--- config.mk ---
export PLATFORM = sky130hd
export DESIGN_NAME = fdc_disk_bridge_flat
export DESIGN_NICKNAME = d
export VERILOG_FILES = /design/src/rtl/fdc_disk_bridge_if.sv /design/src/rtl/fdc_disk_bridge.sv /design/src/flat_wrapper.sv
export SDC_FILE = /design/constraint.sdc
export NUM_CORES = 1
export LEC_CHECK = 0
export BUFFER_PORTS_ARGS = -buffer_cell sky130_fd_sc_hd__buf_2
export CAP_MARGIN = 20
export CORE_MARGIN = 2
export CORE_UTILIZATION = 49
export CTS_CLUSTER_DIAMETER = 80
export CTS_CLUSTER_SIZE = 16
export DETAILED_ROUTE_END_ITERATION = 8
export GPL_TIMING_DRIVEN = 0
export PLACE_DENSITY = 0.82
export SETUP_SLACK_MARGIN = 0.5
export SLEW_MARGIN = 30
export SYNTH_ARGS = -nofsm -noshare
export SYNTH_HDL_FRONTEND = slang
export SYNTH_SLANG_ARGS = --single-unit
--- constraint.sdc ---
create_clock -name clk -period 3.55 [get_ports clk]
set_clock_uncertainty 0.05 [all_clocks]
set_input_delay 0.71 -clock clk [delete_from_list [all_inputs] [get_ports clk]]
set_output_delay 0.71 -clock clk [all_outputs]
set_load 0.01 [all_outputs]
--- src/rtl/fdc_disk_bridge_if.sv ---
// Host-side transaction bus of the FDC disk bridge.
// master: bridge (request, read/write byte streams); slave: MCU/SD image store.
interface fdc_disk_bridge_if;
    logic       host_req;
    logic [1:0] host_op;
    logic       host_drive;
    logic [6:0] host_cyl;
    logic       host_head;
    logic [7:0] host_sector;
    logic [7:0] host_rdata;
    logic       host_rvalid;
    logic       host_rready;
    logic [7:0] host_wdata;
    logic       host_wvalid;
    logic       host_wready;
    logic [7:0] host_id;
    logic       host_ack;
    logic       host_err;

    modport master (
        output host_req, host_op, host_drive, host_cyl, host_head,
        output host_sector, host_rready, host_wdata, host_wvalid,
        input  host_rdata, host_rvalid, host_wready, host_id,
        input  host_ack, host_err
    );

    modport slave (
        input  host_req, host_op, host_drive, host_cyl, host_head,
        input  host_sector, host_rready, host_wdata, host_wvalid,
        output host_rdata, host_rvalid, host_wready, host_id,
        output host_ack, host_err
    );
endinterface

--- src/rtl/fdc_disk_bridge.sv ---
// Disk-side back end of the CPC floppy controller: turns disk_sr requests
// into one host transaction each and reports completion on disk_cr.
// Ports: clk/rst; disk_sr/disk_cr request/completion words; disk_data_in/
// disk_data_clkin to the read FIFO; disk_data_out/disk_data_clkout from the
// write FIFO; disk_present; busy; host (fdc_disk_bridge_if.master).
module fdc_disk_bridge #(
    parameter int unsigned SECTOR_BYTES = 512,
    parameter int unsigned FIFO_LAT     = 1,
    parameter logic [23:0] TIMEOUT      = 24'd8000000
) (
    input  logic        clk,
    input  logic        rst,
    input  logic [31:0] disk_sr,
    output logic [31:0] disk_cr,
    output logic [7:0]  disk_data_in,
    output logic        disk_data_clkin,
    input  logic [7:0]  disk_data_out,
    output logic        disk_data_clkout,
    input  logic [1:0]  disk_present,
    output logic        busy,
    fdc_disk_bridge_if.master host
);
    localparam int CW = $clog2(SECTOR_BYTES) + 1;
    localparam logic [CW-1:0] SB  = CW'(SECTOR_BYTES);
    localparam logic [7:0]    LAT = 8'(FIFO_LAT);

    localparam logic [1:0] OP_SEEK  = 2'd0;
    localparam logic [1:0] OP_RDID  = 2'd1;
    localparam logic [1:0] OP_READ  = 2'd2;
    localparam logic [1:0] OP_WRITE = 2'd3;

    typedef enum logic [2:0] {
        IDLE, RD, WFETCH, WDATA, HWAIT, DONE, RELEASE
    } state_t;

    state_t        state_q;
    logic [1:0]    op_q;
    logic          drv_q;
    logic [6:0]    cyl_q;
    logic          head_q;
    logic [7:0]    sec_q;
    logic [4:0]    req_q;
    logic [CW-1:0] cnt_q;
    logic [23:0]   wd_q;
    logic [7:0]    lat_q;
    logic          hreq_q;
    logic          rready_q;
    logic          wvalid_q;
    logic [7:0]    wdata_q;
    logic [7:0]    din_q;
    logic          clkin_q;
    logic          clkout_q;
    logic [7:0]    cr_sec_q;
    logic          cr_head_q;
    logic          done_q;
    logic          err_q;
    logic [1:0]    seek_q;

    // Bits of disk_sr this block never looks at.
    logic unused_sr;
    assign unused_sr = &{1'b0, disk_sr[31:26], disk_sr[19]};

    // Request scan: write > read > readID > seek, drive 0 first.
    logic       req_any;
    logic [4:0] req_bit;
    logic [1:0] req_op;
    logic       req_drv;

    always_comb begin
        req_any = 1'b1;
        req_bit = 5'd0;
        req_op  = OP_SEEK;
        req_drv = 1'b0;
        priority case (1'b1)
            disk_sr[20]: begin req_bit = 5'd20; req_op = OP_WRITE; end
            disk_sr[21]: begin req_bit = 5'd21; req_op = OP_WRITE; req_drv = 1'b1; end
            disk_sr[17]: begin req_bit = 5'd17; req_op = OP_READ; end
            disk_sr[18]: begin req_bit = 5'd18; req_op = OP_READ; req_drv = 1'b1; end
            disk_sr[22]: begin req_bit = 5'd22; req_op = OP_RDID; end
            disk_sr[23]: begin req_bit = 5'd23; req_op = OP_RDID; req_drv = 1'b1; end
            disk_sr[24]: begin req_bit = 5'd24; req_op = OP_SEEK; end
            disk_sr[25]: begin req_bit = 5'd25; req_op = OP_SEEK; req_drv = 1'b1; end
            default:     req_any = 1'b0;
        endcase
    end

    logic          wait_st;
    logic          wd_exp;
    logic          acc;
    logic          wacc;
    logic [CW-1:0] cnt_acc;
    logic [CW-1:0] cnt_w;
    logic          fin;
    logic          fin_err;
    logic [7:0]    fin_sec;

    assign wait_st = (state_q == RD) || (state_q == WDATA) || (state_q == HWAIT);
    assign wd_exp  = wait_st && (TIMEOUT != 24'd0) && (wd_q == TIMEOUT - 24'd1);
    assign acc     = (state_q == RD) && host.host_rvalid && rready_q;
    assign wacc    = (state_q == WDATA) && wvalid_q && host.host_wready;
    // Count including a byte taken in the same cycle as host_ack.
    assign cnt_acc = cnt_q + CW'(acc);
    assign cnt_w   = cnt_q + CW'(1);

    // Completion of the host transaction: ack or watchdog expiry.
    always_comb begin
        fin     = 1'b0;
        fin_err = 1'b0;
        fin_sec = sec_q;
        if (wait_st && host.host_ack) begin
            fin = 1'b1;
            unique case (state_q)
                RD:      fin_err = host.host_err || (cnt_acc != SB);
                HWAIT:   fin_err = host.host_err;
                default: fin_err = 1'b1;
            endcase
            if (state_q == HWAIT && op_q == OP_RDID) fin_sec = host.host_id;
        end else if (wd_exp) begin
            fin     = 1'b1;
            fin_err = 1'b1;
        end
    end

    always_ff @(posedge clk or posedge rst) begin
        if (rst) begin
            state_q   <= IDLE;
            op_q      <= OP_SEEK;
            drv_q     <= 1'b0;
            cyl_q     <= 7'd0;
            head_q    <= 1'b0;
            sec_q     <= 8'd0;
            req_q     <= 5'd0;
            cnt_q     <= '0;
            wd_q      <= 24'd0;
            lat_q     <= 8'd0;
            hreq_q    <= 1'b0;
            rready_q  <= 1'b0;
            wvalid_q  <= 1'b0;
            wdata_q   <= 8'd0;
            din_q     <= 8'd0;
            clkin_q   <= 1'b0;
            clkout_q  <= 1'b0;
            cr_sec_q  <= 8'd0;
            cr_head_q <= 1'b0;
            done_q    <= 1'b0;
            err_q     <= 1'b0;
            seek_q    <= 2'b00;
        end else begin
            clkin_q  <= 1'b0;
            clkout_q <= 1'b0;
            // Watchdog restarts on every byte of progress and outside waits.
            wd_q <= (wait_st && !acc && !wacc) ? wd_q + 24'd1 : 24'd0;
            if (acc) begin
                din_q   <= host.host_rdata;
                clkin_q <= 1'b1;
                cnt_q   <= cnt_acc;
                if (cnt_acc == SB) rready_q <= 1'b0;
            end
            if (fin) begin
                state_q   <= DONE;
                hreq_q    <= 1'b0;
                rready_q  <= 1'b0;
                wvalid_q  <= 1'b0;
                cr_sec_q  <= fin_sec;
                cr_head_q <= head_q;
                err_q     <= fin_err;
                if (op_q == OP_SEEK) seek_q[drv_q] <= 1'b1;
                else                 done_q <= 1'b1;
            end else begin
                unique case (state_q)
                    IDLE: begin
                        if (req_any) begin
                            op_q   <= req_op;
                            drv_q  <= req_drv;
                            cyl_q  <= disk_sr[14:8];
                            head_q <= disk_sr[15];
                            sec_q  <= disk_sr[7:0];
                            req_q  <= req_bit;
                            hreq_q <= 1'b1;
                            cnt_q  <= '0;
                            lat_q  <= 8'd0;
                            unique case (req_op)
                                OP_WRITE: begin
                                    state_q  <= WFETCH;
                                    clkout_q <= 1'b1;
                                end
                                OP_READ: begin
                                    state_q  <= RD;
                                    rready_q <= 1'b1;
                                end
                                default: state_q <= HWAIT;
                            endcase
                        end
                    end
                    RD: ;
                    WFETCH: begin
                        // FIFO output settles LAT cycles after the pulse.
                        if (lat_q == LAT) begin
                            wdata_q  <= disk_data_out;
                            wvalid_q <= 1'b1;
                            state_q  <= WDATA;
                        end else begin
                            lat_q <= lat_q + 8'd1;
                        end
                    end
                    WDATA: begin
                        if (wacc) begin
                            wvalid_q <= 1'b0;
                            cnt_q    <= cnt_w;
                            if (cnt_w < SB) begin
                                state_q  <= WFETCH;
                                clkout_q <= 1'b1;
                                lat_q    <= 8'd0;
                            end else begin
                                state_q <= HWAIT;
                            end
                        end
                    end
                    HWAIT: ;
                    DONE: begin
                        if (disk_sr[16]) begin
                            done_q  <= 1'b0;
                            err_q   <= 1'b0;
                            seek_q  <= 2'b00;
                            state_q <= RELEASE;
                        end
                    end
                    RELEASE: begin
                        // Hold off until the served request is withdrawn.
                        if (!disk_sr[req_q]) state_q <= IDLE;
                    end
                    default: state_q <= IDLE;
                endcase
            end
        end
    end

    assign disk_cr = {cr_sec_q, 8'h00, 7'h00, cr_head_q, 1'b0,
                      disk_present, done_q, err_q, 1'b0, seek_q};
    assign disk_data_in     = din_q;
    assign disk_data_clkin  = clkin_q;
    assign disk_data_clkout = clkout_q;
    assign busy             = (state_q != IDLE);

    assign host.host_req    = hreq_q;
    assign host.host_op     = op_q;
    assign host.host_drive  = drv_q;
    assign host.host_cyl    = cyl_q;
    assign host.host_head   = head_q;
    assign host.host_sector = sec_q;
    assign host.host_rready = rready_q;
    assign host.host_wdata  = wdata_q;
    assign host.host_wvalid = wvalid_q;
endmodule
--- src/flat_wrapper.sv ---
// flat-port wrapper written by rule: the top's interface ports become plain ports
module fdc_disk_bridge_flat 
#(
    parameter int unsigned SECTOR_BYTES = 512,
    parameter int unsigned FIFO_LAT     = 1,
    parameter logic [23:0] TIMEOUT      = 24'd8000000
)
  (clk, rst, disk_sr, disk_cr, disk_data_in, disk_data_clkin, disk_data_out, disk_data_clkout, disk_present, busy, host_host_req, host_host_op, host_host_drive, host_host_cyl, host_host_head, host_host_sector, host_host_rready, host_host_wdata, host_host_wvalid, host_host_rdata, host_host_rvalid, host_host_wready, host_host_id, host_host_ack, host_host_err);
  fdc_disk_bridge_if host_i ();
  input  logic clk;
  input  logic rst;
  input  logic [31:0] disk_sr;
  output logic [31:0] disk_cr;
  output logic [7:0] disk_data_in;
  output logic disk_data_clkin;
  input  logic [7:0] disk_data_out;
  output logic disk_data_clkout;
  input  logic [1:0] disk_present;
  output logic busy;
  output wire logic [$bits(host_i.host_req)-1:0] host_host_req;
  output wire logic [$bits(host_i.host_op)-1:0] host_host_op;
  output wire logic [$bits(host_i.host_drive)-1:0] host_host_drive;
  output wire logic [$bits(host_i.host_cyl)-1:0] host_host_cyl;
  output wire logic [$bits(host_i.host_head)-1:0] host_host_head;
  output wire logic [$bits(host_i.host_sector)-1:0] host_host_sector;
  output wire logic [$bits(host_i.host_rready)-1:0] host_host_rready;
  output wire logic [$bits(host_i.host_wdata)-1:0] host_host_wdata;
  output wire logic [$bits(host_i.host_wvalid)-1:0] host_host_wvalid;
  input wire logic [$bits(host_i.host_rdata)-1:0] host_host_rdata;
  input wire logic [$bits(host_i.host_rvalid)-1:0] host_host_rvalid;
  input wire logic [$bits(host_i.host_wready)-1:0] host_host_wready;
  input wire logic [$bits(host_i.host_id)-1:0] host_host_id;
  input wire logic [$bits(host_i.host_ack)-1:0] host_host_ack;
  input wire logic [$bits(host_i.host_err)-1:0] host_host_err;
  assign host_host_req = host_i.host_req;
  assign host_host_op = host_i.host_op;
  assign host_host_drive = host_i.host_drive;
  assign host_host_cyl = host_i.host_cyl;
  assign host_host_head = host_i.host_head;
  assign host_host_sector = host_i.host_sector;
  assign host_host_rready = host_i.host_rready;
  assign host_host_wdata = host_i.host_wdata;
  assign host_host_wvalid = host_i.host_wvalid;
  assign host_i.host_rdata = host_host_rdata;
  assign host_i.host_rvalid = host_host_rvalid;
  assign host_i.host_wready = host_host_wready;
  assign host_i.host_id = host_host_id;
  assign host_i.host_ack = host_host_ack;
  assign host_i.host_err = host_host_err;
  fdc_disk_bridge #(.SECTOR_BYTES(SECTOR_BYTES), .FIFO_LAT(FIFO_LAT), .TIMEOUT(TIMEOUT)) u_core (.clk(clk), .rst(rst), .disk_sr(disk_sr), .disk_cr(disk_cr), .disk_data_in(disk_data_in), .disk_data_clkin(disk_data_clkin), .disk_data_out(disk_data_out), .disk_data_clkout(disk_data_clkout), .disk_present(disk_present), .busy(busy), .host(host_i));
endmodule
* Word level (Yosys, flattened, before mapping) *
Cells that the tools add are included.

storage, ports and cells
  flip-flop bits (word level) = 103
  input bits = 64
  output and inout port bits = 73
  logic and storage cells = 179

operators by class
  $add $sub $neg = 4
  magnitude comparators = 4
  equality and inequality tests = 25
  multiplexer cells = 88
  bitwise operators = 2
  reduce and logical (&&, ||, !) cells = 34

operators with widths
  cell                   number
  $mux 8                 6
  $mux 1                 44
  $mux 10                4
  $mux 5                 8
  $add 24x1->24 const B  1
  $eq 24x23->1 const B   1
  $mux 24                1
  $pmux 8 s3             1
  $mux 3                 7
  $pmux 10 s2            1
  $mux 2                 9
  $pmux 3 s6             1
  $reduce_and 3->1       5
  $reduce_and 6->1       2
  $add 10x1->10          1
  $add 10x1->10 const B  1
  $eq 10x10->1 const B   1
  $logic_and 1x1->1      10
  $lt 10x10->1 const B   1
  $ne 10x10->1 const B   1
  $eq 3x3->1 const B     3
  $ne 3x1->1 const B     3
  $reduce_bool 3->1      3
  $add 8x1->8 const B    1
  other kinds (24)       41

* Logic depth before layout (Yosys ltp) *
Gate-level depths: netlist (run 1).

  word-level depth = 11
  mapped depth = 12
  gate-level depth less buffers = 9

* Worst setup path before layout (run 1) *
OpenSTA, ideal clock, no wires.

  path kind = flip-flop to flip-flop
  start point = reg u_core.state_q[0]
  end point = reg u_core.rready_q (netlist: u_core.host.host_rready)
  library setup time = 0.094 ns
  arrival = 2.708 ns
  required time = 3.406 ns
  slack = 0.698 ns
  cell stages (with the launch flop) = 11
  buffers on the path = 3
  clock period less this slack = 2.852 ns
  cells stage by stage = dfrtp_1 -> clkbuf_1 -> nor4bb_1 -> and2_1 -> clkbuf_1 -> clkbuf_1 -> ha_1 -> nand4_1 -> o311a_1 -> o31a_1 -> a211oi_1

on the way
  cells in the longest elaborated chain, start to end = 11
  elaborated cells on any way between the ends = 20
  those cells by class = add/sub (1); eq/ne (4); mux (8); reduce/logical (7)

RTL lines
  what                               line                    text
  start, declared                    fdc_disk_bridge.sv:36   state_t state_q;
  start signal, assigned             fdc_disk_bridge.sv:126  state_q <= IDLE;
  start signal, assigned             fdc_disk_bridge.sv:160  state_q <= DONE;
  start signal, assigned             fdc_disk_bridge.sv:184  state_q <= WFETCH;
  $eq 3x1->1 *                       fdc_disk_bridge.sv:99   assign acc = (state_q == RD) && host.host_rvalid && rready_q;
  $logic_and 1x1->1 * (2 in series)  fdc_disk_bridge.sv:99
  net u_core.acc                     fdc_disk_bridge.sv:89   logic acc;
  $add 10x1->10                      fdc_disk_bridge.sv:102  assign cnt_acc = cnt_q + CW'(acc);
  $eq 10x10->1                       fdc_disk_bridge.sv:157  if (cnt_acc == SB) rready_q <= 1'b0;
  $mux 1                             fdc_disk_bridge.sv:157
  $mux 1 *                           fdc_disk_bridge.sv:153  if (acc) begin
  $mux 1                             fdc_disk_bridge.sv:182  unique case (req_op)
  $mux 1                             fdc_disk_bridge.sv:172  if (req_any) begin
  $mux 1 *                           fdc_disk_bridge.sv:170  unique case (state_q)
  $mux 1 *                           fdc_disk_bridge.sv:159  if (fin) begin
  end signal, assigned               fdc_disk_bridge.sv:157
  end signal, assigned               fdc_disk_bridge.sv:162  rready_q <= 1'b0;
  end signal, assigned               fdc_disk_bridge.sv:189  rready_q <= 1'b1;
  end, declared                      fdc_disk_bridge.sv:47   logic rready_q;

The timed path passes the listed nets; every way through them passes the cells marked *.
A chain may end at the register's enable or synchronous reset.

* Worst setup path after layout (run 1) *
  start point = reg u_core.state_q[1]
  end point = reg u_core.rready_q (netlist: u_core.host.host_rready)

Same word-level chain as after synthesis.

==> impl_metrics.ini, run 1 <==
[route]
drtPass1Iterations = 7
viasPerCell = 5.654
ant_nets = 0
post-route-drc-count = 0
drt_iter0_drc = 370
vias = 4919
routed_wl_um = 14090
wire_per_inst_um = 16.20

[placement]
gp_congestion = 0.8832
numPortBuffers = 116
dp.cells = 854
dpl.hpwl_um = 10450
placedInstanceArea_um2 = 6507
place_ws_ns = 0.03730

[grt]
antenna_found_initial = 0
gr-usage-all-layers_pct = 23.32
grt_pass1_wl_um = 23490
grt_pass1_vias = 4939
grt_max_degree = 31
grt-ovfl-total = 0

[layout]
diodes = 0
post-route-util_pct = 60.57
area_delta_synth_final_pct = 22.08
final_nets = 792
final_area_um2 = 6857
fin_cells = 870
drive_gt1_share_pct = 29.30

[die]
dieWidth_um = 111.1
start_util_pct = 49.61
ios = 137
rows = 39
fp.dieH_um = 111.1
die_area_um2 = 12340
core-area_um2 = 11320

[sta]
finalSetupViolations = 0
period_share_pct = 80.40
tightest_slew_ns = 0.7968
setup-tns-final_ns = 0
hold_viol_final = 0
rsz0062_at_grt = no
maxSlewHeadroom_pct = 46.39
setup_slack_ns = 0.6959
report.final.slew_viol_count = 0
period_needed_ns = 2.854
fmax_mhz = 350.4
whs_ns = 0.3892

[clock_network]
clockBufferDepth = 2
root_buffer = clkbuf_16
h-tree-depth = 3
clock_latency_ns = 0.36
cts_tree = done
clkSinkCount = 102
clk_pin_slew_ns = 0.07
cts_buffers = 9
cts_setup_buffers = 0

[synth]
postSynthAreaPerCell_um2 = 9.751
dominantRegCellSynth = dfrtp_1
async_flop_share_pct = 100.0
postSynthCellCount = 576
syn_area_um2 = 5617
ys_seq_area_share_pct = 45.44
synth_edf_count = 0
ys_warn_count = 0
synth_cell_types = 70
ys_ff_latch = 102

[worst_setup_path]
setup.worst_path.start_class = flop
worstReg2RegStart = u_core.state_q[1]$_DFFE_PP0P_
cp_num_buf_inv = 2
crit_fanout = 11
crit_family = compound AO/OA/AOI/OAI gates
critPathRequiredTime_ns = 3.76
worstSetupPathType = reg2reg
worstPathCellList = nor4bb_4 -> and2_1 -> clkbuf_2 -> buf_4 -> ha_2 -> nand4_1 -> o311a_1 -> o31a_1 -> a211oi_1
cp_slowest_cell = dfrtp_1
r2r_slack_ns = 0.70
endpoint_kind = flop
slowest_delay_ns = 0.48
rr_worst_depth = 9
cp.arrival_ns = 3.07
r2r-end = u_core.host.host_rready$_DFF_PP0_

[power_and_ir_drop]
power_mw = 4.874
vdd_drop_max_mv = 0.4697
cellLeakagePower_nw = 3.278
p_per_area_nw_per_um2 = 710.8

[job]
cap_violations = 0

[status]
status = completed

[hold_path]
hold_class = in2async
[placed cells by master, fill, tap and decap left out, types with 9 or more instances in the layout]
cell,n
buf_2,119
dfrtp_1,102
nand2_1,90
nor2_1,42
nand3_1,25
buf_4,25
a21oi_1,21
mux2_2,21
clkbuf_1,17
conb_1,17
inv_1,14
o21ai_0,13
nor3_1,12
nand4_1,12
mux2i_1,12
xnor2_1,12
nor4_1,9
clkbuf_16,9
[layout make-up]
type | instances | area (um2)
flip-flops and latches | 102 | 2552
clock inverters | 5 | 82.58
fillers | 951 | 4464
multi-input cells | 426 | 2800
inverters | 16 | 63.81
repair buffers | 119 | 648.1
plain buffers | 48 | 287.8
clock buffers | 11 | 242.7
well taps | 143 | 178.9
[registers in the layout (all words and copies together), names as in the netlist, 2 cells and up]
signal,count
u_core.wd_q,24
u_core.host.host_wdata,8
u_core.state_q,3
u_core.disk_data_in,8
u_core.host.host_cyl,7
u_core.req_q,5
u_core.lat_q,8
u_core.seek_q,2
u_core.cnt_q,10
u_core.host.host_sector,8
u_core.cr_sec_q,8
[report_power, final]
group	internal (mW)	total [mW]	switching, mW
Combinational	0.875	2.06	1.18
Clock	0.637	1.08	0.441
Sequential	1.51	1.74	0.227
Total	3.02	4.87	1.85
[worst register-to-register path: cells and delay by family (launching register included)]
kind	cells	cell delay (ns)
compound gates	3	0.87
flops	1	0.48
fa+ha+maj	1	0.25
simple gates	3	0.69
buf+inv	2	0.42
[per-layer routing]
layer | track usage (%) | vias to the layer above | part of all wire [%]
li1 | - | 2327 | -
met1 | 29.49 | 2398 | 41
met2 | 39.96 | 164 | 51
met3 | 2.570 | 30 | 4.8
met4 | 11.60 | 0 | 2.6
met5 | 0 | - | 0
[logic make-up after synthesis]
logic type,synth area share [%]
AND/OR/NAND/NOR,21.72
flip-flops,45.44
AO/OA/AOI/OAI,12.41
buffers and inverters,6.081
multiplexers,9.824
XOR/XNOR,3.119
adder cells (fa/ha/maj),1.337
other,0.06677
[cell usage after synthesis, types with 5 or more instances]
master / number / area [um2]
dfrtp_1: 102 / 2552
nand2_1: 90 / 337.8
nor2_1: 42 / 157.7
nand3_1: 25 / 125.1
buf_4: 24 / 180.2
a21oi_1: 21 / 105.1
mux2_2: 21 / 236.5
clkbuf_1: 19 / 71.32
inv_1: 15 / 56.30
o21ai_0: 13 / 65.06
mux2i_1: 12 / 120.1
nand4_1: 12 / 75.07
nor3_1: 12 / 60.06
xnor2_1: 12 / 105.1
nor4_1: 9 / 56.30
a31oi_1: 8 / 50.05
mux4_2: 8 / 180.2
o31ai_1: 8 / 60.06
xor2_1: 8 / 70.07
and2_1: 7 / 43.79
and3_1: 6 / 37.54
ha_1: 6 / 75.07
or3_1: 6 / 37.54
a211o_1: 5 / 43.79
a22o_1: 5 / 43.79
nand2b_1: 5 / 31.28
[worst max path at each step]
stage                                             start                                end  slack (ns)  cells after the start
after global placement    u_core.state_q[0]$_DFFE_PP0P_  u_core.host.host_rready$_DFF_PP0_        0.14                     10
after detailed placement  u_core.state_q[0]$_DFFE_PP0P_  u_core.host.host_rready$_DFF_PP0_        0.04                     10
after global routing      u_core.state_q[1]$_DFFE_PP0P_  u_core.host.host_rready$_DFF_PP0_        0.53                      9
final                     u_core.state_q[1]$_DFFE_PP0P_  u_core.host.host_rready$_DFF_PP0_        0.70                      9
after CTS                 u_core.state_q[1]$_DFFE_PP0P_  u_core.host.host_rready$_DFF_PP0_        0.51                      9
after floorplan           u_core.state_q[0]$_DFFE_PP0P_  u_core.host.host_rready$_DFF_PP0_        0.70                     10
[timing repair]
| action | 4_1_cts | 5_1_grt |
|---|---|---|
| gates resized for setup | 5 | 4 |
| endpoints found under the setup margin | 10 | 7 |
| hold buffers | 0 | 0 |
(Power assumes the default switching activity.)
==> inputs of run 2 (changes only) <==
- clock period: 3.55 -> 2.5 ns (I/O delays scaled with it)
==> run 2 against run 1 <==
The run now ends with negative setup slack left. Wire length increased by 17%. Flip-flop and latch count unchanged. Sequential share of layout area fell by 4.9 points. Register-to-register slack worse by 0.71 ns. Sequential power rose by 46%. Die area is the same. Maximum frequency is 14% higher. Critical path depth rose by 1. Cell area up 15%. Via count grew 7.9%. Power grew 66%. Worst hold slack worse by 0.28 ns. Critical endpoint is now u_core.cnt_q[7]$_DFF_PP0_. Largest cell class unchanged. Highest routed layer is now met5.
==> impl_metrics.ini, run 2 (synthesis gave the netlist of run 1 again) <==
[route]
routed.top_layer = met5
met1_length_um = 6331
wire_per_inst_um = 17.93
drtPass1Iterations = 5
ant_nets = 0
routed_wl_um = 16530
vias = 5309
viasPerCell = 5.758
met3_length_um = 1211
post-route-drc-count = 0
met2_length_um = 8466
drt_iter0_drc = 477

[worst_setup_path]
worstPathCellList = nor4bb_4 -> and2_1 -> clkbuf_8 -> clkbuf_16 -> ha_4 -> buf_4 -> and4_4 -> nand4_1 -> a211o_1 -> o311ai_2
r2r_slack_ns = -0.01
worstSetupPathType = reg2reg
r2r-end = u_core.cnt_q[7]$_DFF_PP0_
critPathRequiredTime_ns = 2.69
cp_slowest_cell = dfrtp_2
endpoint_kind = flop
worstReg2RegStart = u_core.state_q[1]$_DFFE_PP0P_
cp_num_buf_inv = 3
crit_family = simple AND/OR/NAND/NOR gates
slowest_delay_ns = 0.44
crit_fanout = 5
rr_worst_depth = 10
cp.arrival_ns = 2.70
setup.worst_path.start_class = flop

[die]
start_util_pct = 49.61
ios = 137
die_area_um2 = 12340
core-area_um2 = 11320
dieWidth_um = 111.1
fp.dieH_um = 111.1
rows = 39

[placement]
dpl.hpwl_um = 10710
numPortBuffers = 116
place_ws_ns = -0.1098
gp_congestion = 0.9130

[power_and_ir_drop]
vdd_drop_max_mv = 0.6402
cellLeakagePower_nw = 3.749
p_per_area_nw_per_um2 = 1023

[job]
cap_violations = 0

[sta]
setup_slack_ns = -0.01180
period_needed_ns = 2.512
finalSetupViolations = 3
period_share_pct = 100.5
maxSlewHeadroom_pct = 65.88
fmax_mhz = 398.1
rsz0062_at_grt = yes
report.final.slew_viol_count = 0
hold_viol_final = 0
tightest_slew_ns = 0.5072
whs_ns = 0.1062

[clock_network]
cts_tree = done
clock_latency_ns = 0.36
cts_buffers = 9
clockBufferDepth = 2
clk_pin_slew_ns = 0.07
root_buffer = clkbuf_16
h-tree-depth = 3
clkSinkCount = 102

[grt]
grt_pass1_wl_um = 24940
grt_pass1_vias = 5171
grt_max_degree = 31
antenna_found_initial = 1
gr-usage-all-layers_pct = 25.18
grt-ovfl-total = 0

[layout]
diodes = 0
fillCellCount = 788
multi_input_area_um2 = 3239
largest_reg_flops = 24
drive_gt1_share_pct = 43.26
area_delta_synth_final_pct = 40.57
post-route-util_pct = 69.74
final_nets = 845
seqCellArea_um2 = 2555
top_register = u_core.wd_q
reg_top3 = u_core.wd_q: 24 flops, u_core.cnt_q: 10 flops
layout_commonest_cell = buf_2
layout_common_cells = 117 x buf_2, 100 x dfrtp_1, 85 x nand2_1

[hold_path]
hold_class = in2async

[status]
status = complete, but fails checks
violations = negative setup slack
-- run 2: cell count changes in the layout (fill, tap and decap cells not counted), moves of 7 or more --
cell / delta
clkbuf_1: -12
nor2_4: +7
a21oi_2: +9
a21oi_1: -10
buf_4: +35
nor2_1: -8
buf_6: +18
-- run 2: through the flow --
step	power, mW	instance area (um2)	TNS [ns]	instances
final	8.074	7895	-0.02024	922
after global routing	8.492	7895	-0.3723	922
after CTS	7.486	7466	0	899
after detailed placement	5.539	6696	-0.2646	855
after global placement	5.410	6609	-0.1127	851
after floorplan	4.533	5849	0	592
-- run 2: power by group --
part / leakage (nW) / switching (mW) / internal, mW / total, mW
combinational: 2.29 / 2.10 / 1.94 / 4.03
clock: 0.152 / 0.631 / 0.868 / 1.50
sequential: 1.31 / 0.391 / 2.15 / 2.54
total: 3.75 / 3.12 / 4.95 / 8.07
-- run 2: routing by layer --
metal,track usage [%],up-vias
li1,-,2424
met1,30.00,2576
met2,42.09,256
met3,7.436,51
met4,11.85,2
met5,0,-
-- run 2: worst min-delay path, stage by stage --
cell	delay [ns]
buf_2	0.11
clkinvlp_4	0.07
buf_12	0.19
-- run 2: what timing repair did --
item | in CTS | in global routing
setup endpoints to repair | 88 | 92
setup buffers | 27 | 23
gates cloned | 2 | 0
pin swaps | 21 | 24
gates resized for setup | 61 | 66
hold buffers | 0 | 0
-- run 2: worst max path at each step --
stage	start	endpoint	slack, ns	depth (start not counted)
2_1_floorplan	u_core.state_q[1]$_DFFE_PP0P_	u_core.host.host_rready$_DFF_PP0_	0.17	9
3_3_place_gp	u_core.state_q[1]$_DFFE_PP0P_	u_core.host.host_rready$_DFF_PP0_	-0.09	9
3_5_place_dp	u_core.state_q[1]$_DFFE_PP0P_	u_core.host.host_rready$_DFF_PP0_	-0.11	9
4_1_cts	u_core.state_q[2]$_DFFE_PP0P_	u_core.host.host_rready$_DFF_PP0_	0.02	9
5_1_grt	u_core.state_q[1]$_DFFE_PP0P_	u_core.cnt_q[7]$_DFF_PP0_	-0.1	10
6_report	u_core.state_q[1]$_DFFE_PP0P_	u_core.cnt_q[7]$_DFF_PP0_	-0.01	10
-- run 2: layout make-up --
type	count	share of cell area [%]
Buffer	48	5.087
Inverter	16	0.8399
Sequential cell	102	32.36
Tap cell	143	2.266
Timing Repair Buffer	172	14.56
Clock inverter	5	0.9509
Clock buffer	10	2.900
Multi-Input combinational cell	426	41.03
==> inputs of run 3 (changes only) <==
- BUFFER_PORTS_ARGS: -buffer_cell sky130_fd_sc_hd__buf_2 -> -buffer_cell sky130_fd_sc_hd__clkbuf_2
==> run 3 against run 2 <==
Combinational power hardly changed. Global-route usage is 0.96 points higher. Clock-buffer cell count is 1 lower. The flow still finishes with violations (negative setup slack). Utilization hardly changed. Register-to-register slack worse by 0.04 ns. Critical path depth is 1 lower. Sequential share of layout area hardly changed. Worst hold slack better by 0.038 ns. First-iteration DRC count is 12% higher. Clock power is 7% lower. Cell area hardly changed.
==> impl_metrics.ini, run 3 (synthesis gave the netlist of run 1 again) <==
[route]
drtPass1Iterations = 5
ant_nets = 0
drt_iter0_drc = 535
routed_wl_um = 17200
met1_length_um = 6383
viasPerCell = 5.846
wire_per_inst_um = 18.61
post-route-drc-count = 0
vias = 5402
met3_length_um = 1310
routed.top_layer = met4
met2_length_um = 8659

[placement]
dp.cells = 854
numPortBuffers = 116
dpl.hpwl_um = 10810
gp_congestion = 0.9103

[layout]
layout_common_cells = 124 x clkbuf_2, 100 x dfrtp_1, 86 x nand2_1
diodes = 0
layout_commonest_cell = clkbuf_2
fin_cells = 924
reg_top3 = u_core.wd_q: 24 flops, u_core.cnt_q: 10 flops
final_nets = 846
largest_reg_flops = 24
drive_gt1_share_pct = 43.02
top_register = u_core.wd_q
area_delta_synth_final_pct = 40.48

[power_and_ir_drop]
power_frac_comb_pct = 50.7
p_int_mw = 4.768
seqPwrFrac_pct = 32.0
p_sw_share_pct = 40.57
power_frac_clock_pct = 17.4
cellLeakagePower_nw = 3.745
p_switching_mw = 3.255
p_per_area_nw_per_um2 = 1017
vdd_drop_max_mv = 0.7813

[worst_setup_path]
crit_fanout = 4
endpoint_kind = flop
cp_num_buf_inv = 2
worstPathCellList = nor4bb_4 -> and2_1 -> clkbuf_8 -> clkbuf_16 -> ha_4 -> nand4_1 -> o311a_1 -> o31a_1 -> a211oi_2
worstSetupPathType = reg2reg
slowest_delay_ns = 0.45
cp_slowest_cell = dfrtp_2
critPathRequiredTime_ns = 2.74
crit_family = compound AO/OA/AOI/OAI gates
setup.worst_path.start_class = flop
cp.arrival_ns = 2.79

[sta]
period_needed_ns = 2.556
maxSlewHeadroom_pct = 55.87
report.final.slew_viol_count = 0
finalSetupViolations = 3
period_share_pct = 102.2
hold_viol_final = 0
setup_slack_ns = -0.05559
tightest_slew_ns = 0.6606
setup-tns-final_ns = -0.1421
rsz0062_at_grt = yes
fmax_mhz = 391.3

[die]
fp.dieH_um = 111.1
core-area_um2 = 11320
die_area_um2 = 12340
start_util_pct = 49.61
ios = 137
rows = 39
dieWidth_um = 111.1

[grt]
antenna_found_initial = 0
grt_pass1_wl_um = 25910
grt-ovfl-total = 0
grt_pass1_vias = 5328
gr-usage-all-layers_pct = 26.14
grt_max_degree = 32

[clock_network]
clkSinkCount = 102
cts_buffers = 9
root_buffer = clkbuf_16
cts_tree = done
clk_pin_slew_ns = 0.08
h-tree-depth = 3
clockBufferDepth = 2
clock_latency_ns = 0.36

[status]
status = complete, but fails checks
violations = negative setup slack

[hold_path]
hold_class = in2async

[job]
cap_violations = 0
## run 3: cell count changes in the layout (fill, tap and decap cells not counted), sizes merged
| cell | change |
|---|---|
| buf | -114 |
| bufinv | -2 |
| clkbuf | +114 |
| clkinv | -1 |
| clkinvlp | +2 |
| inv | +3 |
## run 3: worst reg2reg max path: cells and delay by family, from the launching register on
family / cells / cell delay [ns]
AO/OA/AOI/OAI: 3 / 0.89
adder cells (fa/ha/maj): 1 / 0.14
buffers and inverters: 2 / 0.25
flip-flops: 1 / 0.45
AND/OR/NAND/NOR: 3 / 0.71
## run 3: timing repair
action / in CTS / in global routing
endpoints found under the hold margin: 0 / 0
resized for setup: 66 / 65
hold buffers: 0 / 0
gates cloned: 2 / 0
setup buffers: 34 / 18
endpoints found under the setup margin: 88 / 89
pin swaps: 24 / 21
## run 3: routing by layer
layer | global-route usage [%] | vias to the layer above
li1 | - | 2432
met1 | 31.49 | 2587
met2 | 43.72 | 297
met3 | 6.780 | 86
met4 | 12.84 | 0
met5 | 0 | -
## run 3: worst paths after layout
path,slack (ns),cells past startpoint,start,endpoint
min in group clk,0.29,3,disk_sr[13],u_core.host.host_cyl[5]$_DFFE_PP0P_
setup / recovery,-0.06,9,u_core.state_q[1]$_DFFE_PP0P_,u_core.host.host_rready$_DFF_PP0_
setup reg to reg,-0.06,9,u_core.state_q[1]$_DFFE_PP0P_,u_core.host.host_rready$_DFF_PP0_
hold reg to reg,0.43,2,u_core.host.host_cyl[2]$_DFFE_PP0P_,u_core.host.host_cyl[2]$_DFFE_PP0P_
max in group asynchronous,1.49,4,rst,u_core.cnt_q[1]$_DFF_PP0_
hold / removal,0.14,2,rst,u_core.wd_q[15]$_DFF_PP0_
## run 3: area by class of cell
cell class              instances  area, um2
plain buffers                  48      412.9
repair buffers                173       1170
fillers                       785       3431
flip-flops and latches        102       2555
well taps                     143      178.9
clock buffers                   9      225.2
multi-input cells             426       3216
clock inverters                 7      68.82
inverters                      16      63.81
## run 3: per-stage QoR
| step | setup slack [ns] | power, mW | area (um2) | util [%] | hold slack (ns) |
|---|---|---|---|---|---|
| final | -0.05559 | 8.023 | 7890 | 69.70 | 0.1446 |
| after floorplan | 0.1717 | 4.533 | 5849 | - | 0.3792 |
| after global placement | -0.09325 | 5.417 | 6609 | 58.38 | 0.3940 |
| after detailed placement | -0.1206 | 5.553 | 6676 | 58.97 | 0.4036 |
| after CTS | 0.07385 | 7.424 | 7508 | 66.32 | 0.1580 |
| after global routing | -0.1232 | 8.439 | 7890 | 69.70 | 0.1955 |
## run 3: power by group through the flow
stage | Clock (mW) | Combinational [mW] | Sequential, mW
after floorplan | 0 | 1.91 | 2.62
after global placement | 0 | 2.94 | 2.48
after detailed placement | 0 | 3.04 | 2.51
after CTS | 1.42 | 3.51 | 2.50
after global routing | 1.48 | 4.34 | 2.61
final | 1.39 | 4.06 | 2.56
